### config.mk
export PLATFORM = sky130hd
export DESIGN_NAME = move_scheduler
export DESIGN_NICKNAME = d
export VERILOG_FILES = /design/src/rtl/move_scheduler.sv
export SDC_FILE = /design/constraint.sdc
export NUM_CORES = 1
export LEC_CHECK = 0
export BUFFER_PORTS_ARGS = -buffer_cell sky130_fd_sc_hd__clkbuf_2
export CORE_ASPECT_RATIO = 0.8
export CORE_MARGIN = 3
export CORE_UTILIZATION = 45
export CTS_CLUSTER_DIAMETER = 80
export DETAILED_ROUTE_END_ITERATION = 10
export PLACE_DENSITY = 0.74
export SLEW_MARGIN = 25
export SYNTH_ARGS = -nofsm -noshare
export SYNTH_HDL_FRONTEND = slang
export SYNTH_SLANG_ARGS = --single-unit
### constraint.sdc
create_clock -name clk -period 2.6 [get_ports clk]
set_clock_uncertainty 0.1 [all_clocks]
set_input_delay 0.26 -clock clk [delete_from_list [all_inputs] [get_ports clk]]
set_output_delay 0.26 -clock clk [all_outputs]
set_load 0.01 [all_outputs]
### src/rtl/move_scheduler.sv
// move_scheduler: merges gravity drops and queued user moves
// into a single valid/ready command stream for the executioner.
module move_scheduler #(
    parameter int         FIFO_DEPTH  = 4,
    parameter int         GRAVITY_DIV = 30000000,
    parameter logic [1:0] DOWN_CMD    = 2'd3
) (
    input  logic                          clk,
    input  logic                          reset,
    input  logic [7:0]                    rx_data,
    input  logic                          rx_valid,
    input  logic                          gravity_en,
    input  logic                          flush,
    input  logic                          cmd_ready,
    output logic                          cmd_valid,
    output logic [1:0]                    cmd_move,
    output logic [2:0]                    cmd_piece,
    output logic                          cmd_is_gravity,
    output logic [$clog2(FIFO_DEPTH):0]   fifo_count,
    output logic                          overflow
);

    localparam int PW    = $clog2(FIFO_DEPTH);
    localparam int CNT_W = PW + 1;
    localparam int CW    = (GRAVITY_DIV > 2) ? $clog2(GRAVITY_DIV) : 1;

    typedef enum logic {
        IDLE,
        ISSUE
    } state_t;

    state_t          state;
    logic [4:0]      fifo_mem [FIFO_DEPTH];
    logic [PW-1:0]   wr_ptr;
    logic [PW-1:0]   rd_ptr;
    logic [CW-1:0]   grav_cnt;
    logic            gravity_pending;
    logic            last_was_gravity;

    logic            push_req;
    logic            push_ok;
    logic            fifo_full;
    logic            fifo_empty;
    logic            grav_tick;
    logic            sel_gravity;
    logic            sel_fifo;
    logic [4:0]      fifo_head;
    logic            unused_rx_bits;

    assign unused_rx_bits = ^rx_data[7:6];

    // Push qualification, occupancy flags and source selection
    always_comb begin
        push_req    = rx_valid & rx_data[5];
        fifo_full   = (fifo_count == CNT_W'(FIFO_DEPTH));
        fifo_empty  = (fifo_count == '0);
        push_ok     = push_req & ~fifo_full;
        grav_tick   = gravity_en & (grav_cnt == CW'(GRAVITY_DIV - 1));
        fifo_head   = fifo_mem[rd_ptr];
        sel_gravity = (state == IDLE) & gravity_pending
                      & ~(last_was_gravity & ~fifo_empty);
        sel_fifo    = (state == IDLE) & ~fifo_empty & ~sel_gravity;
    end

    // FIFO storage; no reset needed since pointers gate visibility
    always_ff @(posedge clk) begin
        if (push_ok && !flush) begin
            fifo_mem[wr_ptr] <= rx_data[4:0];
        end
    end

    // FIFO pointers and occupancy; pointers wrap naturally
    always_ff @(posedge clk or posedge reset) begin
        if (reset) begin
            wr_ptr     <= '0;
            rd_ptr     <= '0;
            fifo_count <= '0;
        end else if (flush) begin
            wr_ptr     <= '0;
            rd_ptr     <= '0;
            fifo_count <= '0;
        end else begin
            if (push_ok) begin
                wr_ptr <= wr_ptr + 1'b1;
            end
            if (sel_fifo) begin
                rd_ptr <= rd_ptr + 1'b1;
            end
            if (push_ok && !sel_fifo) begin
                fifo_count <= fifo_count + 1'b1;
            end else if (!push_ok && sel_fifo) begin
                fifo_count <= fifo_count - 1'b1;
            end
        end
    end

    // Sticky overflow, only reset clears it
    always_ff @(posedge clk or posedge reset) begin
        if (reset) begin
            overflow <= 1'b0;
        end else if (!flush && push_req && fifo_full) begin
            overflow <= 1'b1;
        end
    end

    // Gravity divider and single pending-tick flag
    always_ff @(posedge clk or posedge reset) begin
        if (reset) begin
            grav_cnt        <= '0;
            gravity_pending <= 1'b0;
        end else if (flush) begin
            grav_cnt        <= '0;
            gravity_pending <= 1'b0;
        end else begin
            if (!gravity_en) begin
                grav_cnt <= '0;
            end else if (grav_tick) begin
                grav_cnt <= '0;
            end else begin
                grav_cnt <= grav_cnt + 1'b1;
            end
            if (sel_gravity) begin
                gravity_pending <= 1'b0;
            end else if (grav_tick) begin
                gravity_pending <= 1'b1;
            end
        end
    end

    // Issue FSM with registered command outputs
    always_ff @(posedge clk or posedge reset) begin
        if (reset) begin
            state            <= IDLE;
            cmd_valid        <= 1'b0;
            cmd_move         <= 2'd0;
            cmd_piece        <= 3'd0;
            cmd_is_gravity   <= 1'b0;
            last_was_gravity <= 1'b0;
        end else if (flush) begin
            state            <= IDLE;
            cmd_valid        <= 1'b0;
            last_was_gravity <= 1'b0;
        end else begin
            unique case (state)
                IDLE: begin
                    if (sel_gravity) begin
                        cmd_move         <= DOWN_CMD;
                        cmd_piece        <= 3'd0;
                        cmd_is_gravity   <= 1'b1;
                        cmd_valid        <= 1'b1;
                        last_was_gravity <= 1'b1;
                        state            <= ISSUE;
                    end else if (sel_fifo) begin
                        cmd_move         <= fifo_head[1:0];
                        cmd_piece        <= fifo_head[4:2];
                        cmd_is_gravity   <= 1'b0;
                        cmd_valid        <= 1'b1;
                        last_was_gravity <= 1'b0;
                        state            <= ISSUE;
                    end
                end
                ISSUE: begin
                    if (cmd_ready) begin
                        cmd_valid <= 1'b0;
                        state     <= IDLE;
                    end
                end
                default: begin
                    cmd_valid <= 1'b0;
                    state     <= IDLE;
                end
            endcase
        end
    end

endmodule

==> results.yml, run 1 <==
placement:
  gp_congestion: 0.7653
  detailedPlace.worstSlack_ns: 0.3005
  portBuffers: 22
  dp_hpwl_mm: 3.867
setup_path:
  crit_path_end_kind: "flip-flop"
  worstSetupPathType: "reg -> reg"
  rr_worst_depth: 5
  path_depth: 5
  crit_slowest_cell: "nor3_1"
  cp_num_buf_inv: 0
  critPathMaxStageDelay_ns: 0.54
  path_cells: "nor3_1, o311a_1, fa_1, mux2i_1, mux2_1"
  cp_top_family: "simple AND/OR/NAND/NOR gates"
  critPathRequiredTime_ns: 2.73
  start_kind: "flip-flop"
  cp.arrival_ns: 2.43
  worstPathMaxFanout: 7
sta:
  slew_headroom_pct: 59.79
  finalCritPeriodShare_pct: 88.49
  slew_violations: 0
  fin_crit_ns: 2.301
  final_hold_viol_count: 0
  achievable-frequency_mhz: 434.6
  worst_slack_ns: 0.2991
  setup_violations: 0
  rsz0062_at_grt: "no"
  tightest_slew_ns: 0.5986
  fin_tns_setup_ns: 0
routing:
  drt_pass1_iterations: 4
  antenna_left: 0
  detail_route.wl_per_cell_um: 14.49
  wirelength_mm: 5.476
  avgViaCountPerCell: 5.389
  drc: 0
  drt_iter0_markers: 114
  via_count: 2037
clock_tree:
  insertion_delay_ns: 0.34
  cts_sinks: 63
  numCtsBuffers: 9
  cts_tree: "yes"
  htree_levels: 3
  cts_resized: 0
  root_buffer: "clkbuf_8"
  clk_pin_slew_ns: 0.06
  clockBufferDepth: 2
final_layout:
  num-fill-cells: 530
  syn2layout_area_growth_pct: 13.94
  insertedDiodeCount: 0
  layout-drive-gt1-share_pct: 18.52
  layout_commonest_cell: "dfrtp_1"
  mostFrequentLayoutCells: "dfrtp_1 (43), nor2_1 (22), clkbuf_2 (22)"
  layout.nets: 312
worst_hold_path:
  whs_path_depth: 1
  worst_hold_path_type: "in -> reg"
global_routing:
  grt_pass1_wl_mm: 9.542
  gr-total-overflow: 0
  grt_pass1_vias: 1983
  grt_usage_pct: 15.91
  antenna_found_initial: 0
  grt_max_degree: 44
synth:
  synth_warnings: 0
  netlist_area_mm2: 0.003007
  synth_cell_types: 45
  syn_area_per_cell_um2: 11.52
  synth-edff-count: 20
  ys.flop_type: "dfrtp_1"
  synth.ff_latch_count: 63
  yosysTopAreaCell: "dfrtp_1"
  syn_inst: 261
  syn_nets: 281
  synth_area_leaders: "dfrtp_1 (36%), edfxtp_1 (20%), mux4_2 (3.7%), xnor2_1 (2.9%), nor2_1 (2.7%)"
  ys_seq_area_share_pct: 55.76
  yosys.area.top_type_share_pct: 35.79
  ys_async_sr_fraction_pct: 68.25
run:
  cap_violations: 0
power_and_ir_drop:
  power_frac_comb_pct: 21.4
  seqPwrFrac_pct: 45.7
  p_per_area_mw_per_mm2: 777.3
  p_switching_uw: 729.0
  max-vdd-ir-drop_uv: 257.8
  power.internal_uw: 1934
  p_leak_uw: 0.001319
  p_clk_share_pct: 32.9
  swShare_pct: 27.38
floorplanning:
  rows: 25
  die-area_mm2: 0.007704
  die_y_um: 79.11
  ioPinCount: 25
  initial_core_util_pct: 48.55
  core_area_mm2: 0.006193
  dieWidth_um: 97.39
run_status:
  status: "completed"
-- worst register-to-register path, cell delays in order, from the launching register on --
cell and delay (ns):
dfrtp_1 0.44, nor3_1 0.54, o311a_1 0.37, fa_1 0.22, mux2i_1 0.19, mux2_1 0.33
-- synth_stat cells (3+ instances only) --
library cell,instances
a21oi_1,14
and2_1,7
and3_1,3
clkbuf_1,3
dfrtp_1,43
edfxtp_1,20
ha_1,5
inv_1,12
mux2_2,3
mux4_2,5
nand2_1,12
nand3_1,13
nand4_1,4
nor2_1,22
nor2b_1,6
nor3_1,9
nor3b_1,3
nor4_1,6
o21ai_0,13
o31ai_1,4
or3_1,10
xnor2_1,10
xor2_1,4
-- state kept, by name (all words and copies together) (netlist names), 2 cells and up --
signal / count
fifo_count: 3
fifo_mem: 20
grav_cnt: 25
rd_ptr: 2
cmd_move: 2
wr_ptr: 2
cmd_piece: 3
-- repair_timing --
item | CTS | global route
setup buffers | 0 | 0
endpoints found under the hold margin | 43 | 0
hold buffers | 1 | 0
-- stage by stage --
stage / total power (µW) / utilization [%] / cells / instance area (µm²) / hold slack [ns]
CTS: 2686 / 55.31 / 378 / 3426 / 0.03479
finish: 2663 / 55.31 / 378 / 3426 / 0.04569
global route: 2812 / 55.31 / 378 / 3426 / 0.03576
floorplan: 1633 / - / 261 / 3007 / 0.2589
global placement: 1791 / 51.88 / 361 / 3213 / 0.3084
detailed placement: 1811 / 51.88 / 361 / 3213 / 0.3146
-- final timing paths --
kind                                from              to  slack, ns
setup / recovery           fifo_count[2]   fifo_count[2]       0.30
hold / removal                rx_data[2]  fifo_mem[0][2]       0.05
setup reg to reg           fifo_count[2]   fifo_count[2]       0.30
hold reg to reg                 overflow        overflow       0.39
max in group asynchronous          reset     grav_cnt[6]       1.55
min in group asynchronous          reset           state       0.48
-- cell families after synthesis --
family,synth area share [%]
mux,5.576
buf+inv,3.079
fa+ha+maj,2.747
compound gates,8.657
simple gates,20.10
xor+xnor,4.078
flops,55.76
-- layer usage --
layer	routed length, µm	up-vias	track usage (%)
met3	342	4	6.146
met1	2716	989	21.90
met2	2362	41	22.71
li1	-	1003	-
met5	0	-	0
met4	55	0	6.224
-- final cells by class --
cell class	instances	area, µm²	area share (%)
clock buffers	10	127.6	3.725
multi-input cells	178	1242	36.27
inverters	12	45.04	1.315
flip-flops and latches	63	1677	48.94
clock inverters	6	75.07	2.191
repair buffers	28	157.7	4.602
well taps	81	101.3	2.958
-- power groups by stage --
stage	logic [µW]	registers (µW)	clock network, µW
floorplan	401	1230	0
global placement	560	1230	0
detailed placement	573	1240	0
CTS	576	1220	889
global route	634	1240	940
finish	570	1220	876
Power figures use the tool's default switching activity.
==> inputs of run 2 (changes only) <==
Settings changed: TNS_END_PERCENT set to 20.
Clock period 2.6 ns to 2.7 ns, I/O delays scaled along.
==> results.yml, run 2 (synthesis gave the netlist of run 1 again) <==
setup_path:
  crit-reg2reg-launch: "fifo_count[1]"
  path_cells: "nor3_1, o311a_1, fa_1, mux2i_1, mux2_1"
  crit_slowest_cell: "nor3_1"
  worstPathMaxFanout: 7
  r2r_setup_slack_ns: 0.39
  crit_path_end_kind: "flip-flop"
  rr_endpoint: "fifo_count[2]"
  worstSetupPathType: "reg -> reg"
  rr_worst_depth: 5
  start_kind: "flip-flop"
  cp.arrival_ns: 2.44
  critPathRequiredTime_ns: 2.83
  critPathMaxStageDelay_ns: 0.54
power_and_ir_drop:
  p_switching_uw: 733.4
  power.internal_uw: 1782
  p_leak_uw: 0.001312
  swShare_pct: 29.16
  seqPwrFrac_pct: 46.6
  power_frac_comb_pct: 21.9
  p_per_area_mw_per_mm2: 736.9
  max-vdd-ir-drop_uv: 334.8
  p_clk_share_pct: 31.5
routing:
  drt_iter0_markers: 86
  detail_route.wl_per_cell_um: 14.78
  wirelength_mm: 5.573
  drc: 0
  via_count: 2053
  avgViaCountPerCell: 5.446
  drt_pass1_iterations: 4
  antenna_left: 0
global_routing:
  grt_max_degree: 44
  grt_pass1_wl_mm: 9.770
  antenna_found_initial: 0
  grt_usage_pct: 16.32
  grt_pass1_vias: 2024
  gr-total-overflow: 0
sta:
  finalCritPeriodShare_pct: 85.73
  final_hold_viol_count: 0
  slew_headroom_pct: 57.78
  holdWs_ns: 0.05217
  rsz0062_at_grt: "no"
  tightest_slew_ns: 0.6334
  slew_violations: 0
  fin_crit_ns: 2.315
  setup_violations: 0
  achievable-frequency_mhz: 432.0
  worst_slack_ns: 0.3854
  fin_tns_setup_ns: 0
final_layout:
  layout.nets: 311
  mostFrequentLayoutCells: "dfrtp_1 (43), nor2_1 (22), clkbuf_2 (22)"
  num-fill-cells: 542
  layout_commonest_cell: "dfrtp_1"
  top_register: "grav_cnt"
  layout-drive-gt1-share_pct: 19.93
  syn2layout_area_growth_pct: 13.52
  largestRegisters: "grav_cnt: 25 flops, fifo_mem: 20 flops"
  largest_reg_flops: 25
  insertedDiodeCount: 0
floorplanning:
  dieWidth_um: 97.39
  ioPinCount: 25
  die-area_mm2: 0.007704
  die_y_um: 79.11
  rows: 25
  initial_core_util_pct: 48.55
  core_area_mm2: 0.006193
clock_tree:
  cts_resized: 0
  insertion_delay_ns: 0.34
  cts_sinks: 63
  root_buffer: "clkbuf_8"
  numCtsBuffers: 9
  cts_tree: "yes"
  clk_pin_slew_ns: 0.07
  clockBufferDepth: 2
  post_cts_buffers: 0
  htree_levels: 3
run:
  cap_violations: 0
placement:
  portBuffers: 22
  dp_hpwl_mm: 3.961
  gp_congestion: 0.7886
  detailedPlace.worstSlack_ns: 0.4066
worst_hold_path:
  hold_start: "rx_data[2]"
  whs_path_depth: 1
  worst_hold_path_type: "in -> reg"
  hold_end: "fifo_mem[2][2]"
run_status:
  status: "completed"
-- run 2: cell types whose count changed in the layout (fill, tap and decap cells not counted) --
cell	before	now
buf_4	5	4
clkinvlp_4	0	1
clkbuf_1	1	0
clkinv_1	4	0
clkinv_2	0	2
bufinv_16	2	1
clkinv_4	0	3
-- run 2: worst max-delay path, delay by kind of cell, from the launching register on --
kind	cells	cell delay, ns
and+or+nand+nor	1	0.54
adders and majority gates	1	0.22
muxes	2	0.52
AOI/OAI and AO/OA	1	0.37
DFF	1	0.44
-- run 2: per-stage QoR --
step | cell area [µm²] | power (µW) | instances | util (%)
global placement | 3206 | 1725 | 360 | 51.76
finish | 3413 | 2515 | 377 | 55.11
global route | 3413 | 2661 | 377 | 55.11
CTS | 3413 | 2543 | 377 | 55.11
detailed placement | 3206 | 1746 | 360 | 51.76
floorplan | 3007 | 1573 | 261 | -
-- run 2: worst max path at each step --
stage                   from       endpoint  slack [ns]  depth (start not counted)
2_1_floorplan  fifo_count[1]  fifo_count[2]        0.53                          5
3_3_place_gp   fifo_count[2]  fifo_count[2]        0.45                          5
3_5_place_dp   fifo_count[1]  fifo_count[2]        0.41                          5
4_1_cts        fifo_count[2]  fifo_count[2]        0.40                          5
5_1_grt        fifo_count[1]  fifo_count[2]        0.24                          5
6_report       fifo_count[1]  fifo_count[2]        0.39                          5
-- run 2: cell type report --
cell class / count / area (µm²) / area share (%)
Timing Repair Buffer: 27 / 150.1 / 4.399
Clock inverter: 7 / 73.82 / 2.163
Multi-Input combinational cell: 178 / 1242 / 36.40
Inverter: 12 / 45.04 / 1.320
Tap cell: 81 / 101.3 / 2.969
Sequential cell: 63 / 1677 / 49.12
Clock buffer: 9 / 123.9 / 3.629
-- run 2: timing repair --
| action | in CTS | in global routing |
|---|---|---|
| hold buffers | 1 | 0 |
| endpoints found under the setup margin | 0 | 0 |
| hold endpoints to repair | 43 | 0 |
-- run 2: metal layers --
layer | vias to the layer above | GRT usage, % | routed length (µm)
li1 | 1006 | - | -
met1 | 997 | 21.71 | 2729
met4 | 0 | 6.362 | 91
met2 | 39 | 24.15 | 2451
met5 | - | 0 | 0
met3 | 11 | 6.409 | 301
-- run 2: power by group through the flow --
stage / combinational [µW] / sequential, µW / clock [µW]
finish: 550 / 1170 / 793
CTS: 554 / 1180 / 814
global route: 611 / 1190 / 859
detailed placement: 552 / 1190 / 0
global placement: 540 / 1190 / 0
floorplan: 386 / 1190 / 0
==> inputs of run 3 (changes only) <==
Clock period 2.7 ns to 2.2 ns, I/O delays scaled along.
==> results.yml, run 3 (synthesis gave the netlist of run 1 again) <==
setup_path:
  critPathRequiredTime_ns: 2.36
  crit-reg2reg-launch: "grav_cnt[0]"
  crit_path_end_kind: "flip-flop"
  cp.arrival_ns: 2.28
  startpoint: "grav_cnt[0]"
  worstPathMaxFanout: 11
  path_cells: "buf_4, nand3_1, or4_4, or4_1, a21oi_1"
  critPathMaxStageDelay_ns: 0.61
  start_kind: "flip-flop"
  worstSetupPathType: "reg -> reg"
  crit_slowest_cell: "or4_4"
global_routing:
  grt_pass1_wl_mm: 10.67
  antenna_found_initial: 0
  gr-total-overflow: 0
  grt_pass1_vias: 2192
  grt_max_degree: 44
  grt_usage_pct: 17.84
routing:
  via_count: 2132
  drc: 0
  drt_pass1_iterations: 4
  detail_route.wl_per_cell_um: 15.92
  avgViaCountPerCell: 5.439
  wirelength_mm: 6.239
  drt_iter0_markers: 110
  antenna_left: 0
sta:
  final_hold_viol_count: 0
  holdWs_ns: 0.006656
  slew_violations: 0
  worst_slack_ns: 0.08231
  achievable-frequency_mhz: 472.2
  tightest_slew_ns: 0.5617
  fin_crit_ns: 2.118
  setup_violations: 0
  slew_headroom_pct: 62.55
  finalCritPeriodShare_pct: 96.26
placement:
  portBuffers: 22
  detailedPlace.worstSlack_ns: 0.004546
  dp_hpwl_mm: 4.226
  gp_congestion: 0.8163
  postPlaceCellArea_mm2: 0.003308
clock_tree:
  root_buffer: "clkbuf_8"
  clockBufferDepth: 2
  cts_tree: "yes"
  cts_sinks: 63
  numCtsBuffers: 9
  clk_pin_slew_ns: 0.07
  insertion_delay_ns: 0.34
  htree_levels: 3
final_layout:
  insertedDiodeCount: 0
  largestRegisters: "grav_cnt: 25 flops, fifo_mem: 20 flops"
  layout_commonest_cell: "dfrtp_1"
  fin_area_mm2: 0.003575
  top_register: "grav_cnt"
  syn2layout_area_growth_pct: 18.89
  mostFrequentLayoutCells: "dfrtp_1 (43), nor2_1 (22), clkbuf_2 (22)"
  layout-drive-gt1-share_pct: 22.83
  largest_reg_flops: 25
  layout.nets: 326
  num-fill-cells: 541
power_and_ir_drop:
  max-vdd-ir-drop_uv: 330.6
  finalPower_uw: 3334
  p_leak_uw: 0.001408
  p_per_area_mw_per_mm2: 932.6
floorplanning:
  rows: 25
  dieWidth_um: 97.39
  initial_core_util_pct: 48.55
  core_area_mm2: 0.006193
  die-area_mm2: 0.007704
  die_y_um: 79.11
  ioPinCount: 25
run_status:
  status: "completed"
worst_hold_path:
  worst_hold_path_type: "in -> reg"
  hold_start: "rx_data[2]"
run:
  cap_violations: 0
run 3: final timing paths:
check                            endpoint  slack, ns  cells after the start
hold reg to reg                  overflow       0.39                      2
setup / recovery             grav_cnt[23]       0.08                      5
min in group asynchronous     cmd_move[1]       0.46                      4
max in group asynchronous     grav_cnt[5]       1.15                      4
setup reg to reg             grav_cnt[23]       0.08                      5
hold / removal             fifo_mem[3][2]      0.007                      1
run 3: critical path: cells and delay by family (launching register included):
family / cells / cell delay, ns
flops: 1 / 0.41
buf+inv: 1 / 0.14
simple gates: 3 / 1.23
compound gates: 1 / 0.17
run 3: metal layers:
layer	up-vias	GRT usage, %	share of wire (%)	wire length [µm]
met1	1045	23.47	47	2907
li1	1031	-	-	-
met2	51	27.56	47	2917
met5	-	0	0	0
met4	0	6.916	1.6	97
met3	5	5.882	5.1	317
run 3: final cells by class:
type	instances	area (µm²)	area share, %
clock buffer	13	158.9	4.445
clock inverter	3	65.06	1.820
inverter	12	45.04	1.260
multi-input combinational	178	1247	34.90
sequential	63	1677	46.90
tap	81	101.3	2.835
timing repair buffer	42	280.3	7.840
run 3: stage by stage:
stage	std cells	util (%)	setup TNS [ns]
floorplan	261	-	0
global placement	372	53.41	0
detailed placement	372	53.41	0
CTS	391	57.60	0
global route	392	57.72	-0.009357
finish	392	57.72	0
run 3: where the power goes:
group / total (µW) / internal, µW / switching (µW) / leakage [µW]
clock: 1120 / 699 / 418 / 0.000114
combinational: 791 / 416 / 375 / 0.000538
sequential: 1430 / 1320 / 104 / 0.000756
run 3: what timing repair did:
action                                  4_1_cts  5_1_grt
pin swaps                                     0        0
endpoints found under the hold margin        49        0
buffers inserted                              0        1
cloned                                        0        0
hold buffers                                  3        0
endpoints found under the setup margin        1        3
resized for setup                             1        0
